`config.mk`:
```
export PLATFORM = sky130hd
export DESIGN_NAME = reaction_sequencer
export DESIGN_NICKNAME = d
export VERILOG_FILES = /design/src/rtl/reaction_sequencer.sv
export SDC_FILE = /design/constraint.sdc
export NUM_CORES = 1
export LEC_CHECK = 0
export CELL_PAD_IN_SITES_DETAIL_PLACEMENT = 1
export CELL_PAD_IN_SITES_GLOBAL_PLACEMENT = 1
export CORE_MARGIN = 2
export CORE_UTILIZATION = 48
export DETAILED_ROUTE_END_ITERATION = 6
export PLACE_DENSITY = 0.8
export SLEW_MARGIN = 10
export SYNTH_ARGS = -nofsm -noshare
export SYNTH_HDL_FRONTEND = slang
export SYNTH_SLANG_ARGS = --single-unit
```
`constraint.sdc`:
```
create_clock -name clk_50M -period 3.5 [get_ports clk_50M]
set_input_delay 0.7 -clock clk_50M [delete_from_list [all_inputs] [get_ports clk_50M]]
set_output_delay 0.7 -clock clk_50M [all_outputs]
set_load 0.01 [all_outputs]
```
`src/rtl/reaction_sequencer.sv`:
```
// Reaction-time game sequencer: waits a pseudo-random delay, lights the go LED,
// times the player's stop press via an external ms counter and tracks the best
// time over a fixed number of rounds.
module reaction_sequencer #(
    parameter int TICKS_PER_MS = 50000,
    parameter int ROUNDS       = 4,
    parameter int DELAY_MIN_MS = 2000
) (
    input  logic       clk_50M,
    input  logic       clear,
    input  logic       start,
    input  logic       stop,
    input  logic [9:0] counter_value,
    output logic [1:0] CounterFlag,
    output logic       LED,
    output logic       foul,
    output logic [1:0] round_idx,
    output logic       result_valid,
    output logic [9:0] result_time,
    output logic [9:0] best_time,
    output logic       done
);

    localparam int          PW         = (TICKS_PER_MS > 1) ? $clog2(TICKS_PER_MS) : 1;
    localparam logic [1:0]  LAST_ROUND = 2'(ROUNDS - 1);
    localparam logic [9:0]  T_MAX      = 10'd999;

    typedef enum logic [2:0] {
        S_IDLE, S_WAIT_DELAY, S_TIMING, S_CAPTURE, S_ROUND_END, S_DONE
    } state_t;

    state_t      r_state, w_state_next;
    logic [15:0] r_lfsr;
    logic [PW-1:0] r_presc;
    logic [15:0] r_delay, w_delay_next;
    logic        r_cap, w_cap_next;
    logic [1:0]  r_round, w_round_next;
    logic        r_foul, w_foul_next;
    logic        r_rv, w_rv_next;
    logic [9:0]  r_rt, w_rt_next;
    logic [9:0]  r_best, w_best_next;
    logic [1:0]  r_valid;
    logic [1:0]  w_btn;
    logic [1:0]  w_edge;
    logic        w_start_edge, w_stop_edge, w_tick;
    logic [15:0] w_delay_load;

    assign w_btn        = {stop, start};
    assign w_start_edge = w_edge[0];
    assign w_stop_edge  = w_edge[1];
    assign w_tick       = (r_presc == PW'(TICKS_PER_MS - 1));
    assign w_delay_load = 16'(DELAY_MIN_MS) + {4'b0, r_lfsr[11:0]};

    // Marks when the synchronizer outputs carry real post-reset samples.
    always_ff @(posedge clk_50M or negedge clear) begin
        if (!clear) r_valid <= 2'b00;
        else        r_valid <= {r_valid[0], 1'b1};
    end

    // Button conditioning: 2-flop sync, then a registered rising-edge detector.
    // An edge is only armed once a genuine low level has been seen, so a button
    // held through reset release does not fire.
    genvar gi;
    generate
        for (gi = 0; gi < 2; gi++) begin : g_btn
            logic r_s1, r_s2, r_dly, r_arm, r_edge;
            // Synchronize, delay and detect the rising edge of one button.
            always_ff @(posedge clk_50M or negedge clear) begin
                if (!clear) begin
                    r_s1   <= 1'b0;
                    r_s2   <= 1'b0;
                    r_dly  <= 1'b0;
                    r_arm  <= 1'b0;
                    r_edge <= 1'b0;
                end else begin
                    r_s1   <= w_btn[gi];
                    r_s2   <= r_s1;
                    r_dly  <= r_s2;
                    r_arm  <= r_arm | (r_valid[1] & ~r_s2);
                    r_edge <= r_s2 & ~r_dly & r_arm;
                end
            end
            assign w_edge[gi] = r_edge;
        end
    endgenerate

    // Free-running Galois LFSR (x^16+x^14+x^13+x^11+1) for the random delay.
    always_ff @(posedge clk_50M or negedge clear) begin
        if (!clear) r_lfsr <= 16'hACE1;
        else        r_lfsr <= {1'b0, r_lfsr[15:1]} ^ (r_lfsr[0] ? 16'hB400 : 16'h0000);
    end

    // Millisecond prescaler, restarted on every state change.
    always_ff @(posedge clk_50M or negedge clear) begin
        if (!clear)                       r_presc <= '0;
        else if (w_state_next != r_state) r_presc <= '0;
        else if (w_tick)                  r_presc <= '0;
        else                              r_presc <= r_presc + 1'b1;
    end

    // State and datapath registers.
    always_ff @(posedge clk_50M or negedge clear) begin
        if (!clear) begin
            r_state <= S_IDLE;
            r_delay <= '0;
            r_cap   <= 1'b0;
            r_round <= '0;
            r_foul  <= 1'b0;
            r_rv    <= 1'b0;
            r_rt    <= '0;
            r_best  <= T_MAX;
        end else begin
            r_state <= w_state_next;
            r_delay <= w_delay_next;
            r_cap   <= w_cap_next;
            r_round <= w_round_next;
            r_foul  <= w_foul_next;
            r_rv    <= w_rv_next;
            r_rt    <= w_rt_next;
            r_best  <= w_best_next;
        end
    end

    // Next-state, datapath updates and state-decoded outputs.
    always_comb begin
        w_state_next = r_state;
        w_delay_next = r_delay;
        w_cap_next   = 1'b0;
        w_round_next = r_round;
        w_foul_next  = r_foul;
        w_rv_next    = 1'b0;
        w_rt_next    = r_rt;
        w_best_next  = r_best;
        CounterFlag  = 2'b00;
        LED          = 1'b0;
        done         = 1'b0;
        case (r_state)
            S_IDLE, S_DONE: begin
                if (r_state == S_DONE) begin
                    CounterFlag = 2'b01;
                    done        = 1'b1;
                end
                if (w_start_edge) begin
                    w_round_next = '0;
                    w_best_next  = T_MAX;
                    w_foul_next  = 1'b0;
                    w_delay_next = w_delay_load;
                    w_state_next = S_WAIT_DELAY;
                end
            end
            S_WAIT_DELAY: begin
                // A stop press wins over a simultaneous delay expiry.
                if (w_stop_edge) begin
                    w_foul_next  = 1'b1;
                    w_rt_next    = T_MAX;
                    w_rv_next    = 1'b1;
                    w_state_next = S_ROUND_END;
                end else if (w_tick) begin
                    if (r_delay <= 16'd1) begin
                        w_delay_next = '0;
                        w_state_next = S_TIMING;
                    end else begin
                        w_delay_next = r_delay - 16'd1;
                    end
                end
            end
            S_TIMING: begin
                CounterFlag = 2'b10;
                LED         = 1'b1;
                if (w_stop_edge) begin
                    w_state_next = S_CAPTURE;
                end else if (counter_value == T_MAX) begin
                    w_rt_next    = T_MAX;
                    w_rv_next    = 1'b1;
                    w_state_next = S_ROUND_END;
                end
            end
            S_CAPTURE: begin
                // First cycle lets the held counter settle; sample on the second.
                CounterFlag = 2'b01;
                if (!r_cap) begin
                    w_cap_next = 1'b1;
                end else begin
                    w_rt_next   = counter_value;
                    w_rv_next   = 1'b1;
                    w_foul_next = 1'b0;
                    if (counter_value < r_best) w_best_next = counter_value;
                    w_state_next = S_ROUND_END;
                end
            end
            S_ROUND_END: begin
                CounterFlag = 2'b01;
                if (r_round == LAST_ROUND) begin
                    w_state_next = S_DONE;
                end else if (w_start_edge) begin
                    w_round_next = r_round + 2'd1;
                    w_foul_next  = 1'b0;
                    w_delay_next = w_delay_load;
                    w_state_next = S_WAIT_DELAY;
                end
            end
            default: w_state_next = S_IDLE;
        endcase
    end

    assign foul         = r_foul;
    assign round_idx    = r_round;
    assign result_valid = r_rv;
    assign result_time  = r_rt;
    assign best_time    = r_best;

endmodule

```
==> impl_metrics.csv <==
group,metric,value,unit
logic_synthesis,ys_types,65,
logic_synthesis,synth_seq_cells,88,
logic_synthesis,ys_warn_count,0,
placed_design,post-place-ws,0.391,ns
grt,antenna_found_initial,0,
sta,worst_slew_pin_slew,0.704,ns
logic_synthesis,ys_seq_area_frac,0.510,
sta,period_needed,2.74,ns
sta,max_slew_margin,0.531,
clock_tree,worstSkewPairLatency,0.36,ns
sta,fin_ws,0.762,ns
route,wl_per_cell,18.5,um
power_and_ir_drop,powerDensity,591,mW/mm^2
route,via_count,3402,
power_and_ir_drop,seqPwrFrac,0.434,
min_path,hold_class,"reg -> reg",
sta,period_share,0.782,
grt,grt_max_degree,56,
route,antenna_left,0,
final_layout,n_fill_cell,974,
power_and_ir_drop,switchingPower,1150,uW
route,routed_wl,10900,um
power_and_ir_drop,ir_drop,0.000341,V
sta,final-setup-viol-count,0,
sta,final-hold-violation-count,0,
placed_design,place_congestion,0.799,
final_layout,syn_to_final_growth,16.2,%
min_path,min_from,"r_valid[0]",
route,drtIter0Drc,93,
power_and_ir_drop,switching_share,0.384,
floorplanning,rows,34,
logic_synthesis,synth_cells,434,
min_path,hold_end,"r_valid[1]",
logic_synthesis,synth_edf_count,0,
critical_path,endpoint_kind,"flop",
critical_path,crit_arrival,2.98,ns
floorplanning,die_w,99.3,um
critical_path,crit_fanout,18,
placed_design,place_hpwl,7750,um
grt,track_usage,0.235,
final_layout,antenna_cells,0,
outcome,status,"completed",
power_and_ir_drop,p_clk_frac,0.241,
logic_synthesis,synth_nets,462,
sta,skew,0.0106,ns
critical_path,cp-start-kind,"primary input",
final_layout,fin_nets,502,
critical_path,rr_endpoint,"r_delay[14]",
clock_tree,htree_levels,3,
route,drc,0,
floorplanning,die_y,99.3,um
final_layout,layout.area.seq,0.00222,mm^2
clock_tree,clk_pin_slew,0.09,ns
critical_path,critPathBufInv,2,
floorplanning,ios,42,
logic_synthesis,async_flop_share,1.00,
floorplanning,dieArea,0.00985,mm^2
clock_tree,cts-hold-fix-buffers,0,
sta,rsz0062_at_grt,"false",
power_and_ir_drop,power_leakage,0.00225,uW
min_path,hold_depth,0,
clock_tree,numCtsBuffers,9,
critical_path,timing.rr.start,"r_state[0]",
final_layout,drive_above_1_share,0.121,
placed_design,portBuffers,41,
critical_path,rrSetupSlack,1.01,ns
critical_path,critPathTopFamily,"simple AND/OR/NAND/NOR gates",
critical_path,crit_required,3.75,ns
sta,maxSlewViolCount,0,
grt,grt_pass1_vias,3631,
critical_path,worstSetupPathType,"in -> reg",
sta,max_freq,365,MHz
floorplanning,start_util,0.497,
final_layout,utilization,0.578,
grt,grt_overflow,0,
grt,grt_pass1_wl,18300,um
floorplanning,design.core.area,0.00876,mm^2
clock_tree,cts_buffer_depth,2,
power_and_ir_drop,p_int,1840,uW
critical_path,reg2reg_depth,5,
clock_tree,root_buffer,"clkbuf_8",
critical_path,cp_cell_sequence,"clkdlybuf4s50_1 > or4bb_1 > or4_4 > o22a_1 > buf_4 > nor3_1 > a21oi_1",
power_and_ir_drop,comb_power_share,0.325,
clock_tree,cts_sinks,88,
final_layout,multiInputGateArea,0.00192,mm^2
clock_tree,cts_setup_buffers,0,
route,first_pass_iters,4,
route,vias_per_cell,5.80,
critical_path,slowest_stage,"clkdlybuf4s50_1",
run,maxCapViolations,0,
clock_tree,cts_tree,"done",
logic_synthesis,ys.flop_type,"dfrtp_1",
sta,finalSetupTns,0,ns
clock_tree,cts-resized-gates,0,
logic_synthesis,postSynthAreaPerCell,10.0,um^2
critical_path,crit_path_max_incr_delay,0.56,ns
logic_synthesis,syn_area,0.00436,mm^2
routing by layer:
metal | vias up | track usage | share of wire
met5 | - | 0 | 0
met4 | 0 | 0.0822 | 0.017
met3 | 17 | 0.0316 | 0.026
met2 | 53 | 0.398 | 0.50
met1 | 1712 | 0.311 | 0.46
li1 | 1620 | - | -
placed cells by master (no fill, tap or decap), types with 4 or more instances in the layout:
master / instances
nand4_1: 5
a21oi_1: 20
ha_1: 14
a22o_1: 6
xor2_1: 13
clkbuf_8: 9
clkdlybuf4s50_1: 40
a21o_1: 5
buf_4: 8
xnor2_1: 9
dfrtp_1: 72
mux2_2: 8
dfstp_2: 16
nor2_1: 36
and3_1: 5
nor4_1: 5
nand3_1: 7
or4_1: 7
o211ai_1: 4
nand2b_1: 5
o21ai_0: 20
nor3_1: 23
inv_1: 33
nand2_1: 37
worst max-delay path by stage:
stage                     cells past startpoint  slack, ns             start              to
after floorplan                               6       1.12  counter_value[7]    best_time[0]
after global placement                        6       0.47  counter_value[2]      r_presc[3]
after detailed placement                      6       0.39  counter_value[2]      r_presc[9]
after CTS                                     6       0.78  counter_value[2]     r_presc[15]
after global routing                          7       0.67  counter_value[2]  result_time[7]
final                                         7       0.76  counter_value[2]  result_time[9]
through the flow:
stage	hold WS, ns	power (uW)	cell area, um^2	cells
2_1_floorplan	0.331	1960	4360	434
3_3_place_gp	0.332	2200	4860	571
3_5_place_dp	0.339	2270	4860	571
4_1_cts	0.361	3000	5060	587
5_1_grt	0.365	3170	5060	587
6_report	0.356	2990	5060	587
cell type report:
cell class,instances,area share
clock buffers,9,0.0245
clock inverters,7,0.0158
inverters,33,0.0245
multi-input cells,294,0.379
flip-flops and latches,88,0.439
well taps,108,0.0267
repair buffers,48,0.0910
power by group through the flow:
stage / combinational [uW] / sequential, uW / clock, uW
after detailed placement: 956 / 1310 / 0
after global routing: 1060 / 1320 / 783
after CTS: 971 / 1290 / 740
after global placement: 902 / 1300 / 0
final: 972 / 1300 / 720
after floorplan: 704 / 1260 / 0
cells by family (layout without fill, tap and decap cells):
logic type                 Yosys count  in the layout  synth area share
adders and majority gates           14             14            0.0402
muxes                               11             11            0.0276
xor gates and xnor gates            22             22            0.0442
and+or+nand+nor                    153            153             0.184
buffers and inverters               52             97            0.0500
AOI/OAI and AO/OA                   93             93             0.144
DFF                                 88             88             0.510
other                                1              1          0.000861
flip-flops by register name (all words and copies together) (netlist names):
name / count
result_time: 10
g_btn.r_s2: 2
r_cap: 1
g_btn.r_edge: 2
result_valid: 1
foul: 1
r_presc: 16
r_delay: 16
r_valid: 2
r_state: 3
round_idx: 2
r_lfsr: 16
best_time: 10
g_btn.r_arm: 2
g_btn.r_dly: 2
g_btn.r_s1: 2
cells in the mapped netlist, drive strengths merged, types with 5 or more instances:
library cell,n,area share
a21o,5,0.0086
a21oi,20,0.023
a22o,6,0.012
and3,5,0.0072
buf,10,0.013
clkbuf,9,0.0080
dfrtp,72,0.41
dfstp,16,0.096
ha,14,0.040
inv,33,0.028
mux2,8,0.021
nand2,37,0.032
nand2b,5,0.0072
nand3,7,0.0080
nand4,5,0.0072
nor2,36,0.031
nor3,26,0.033
nor4,5,0.0072
o21ai,25,0.032
or4,8,0.015
xnor2,9,0.018
xor2,13,0.026
worst reg2reg max path: stages (launching register included):
cell and delay, ns:
dfrtp_1 0.66, nand2b_1 0.28, nor2_1 0.57, o21ai_4 0.30, or4_1 0.53, o21ai_0 0.08
Note: power is estimated with default switching activity, not from simulation.
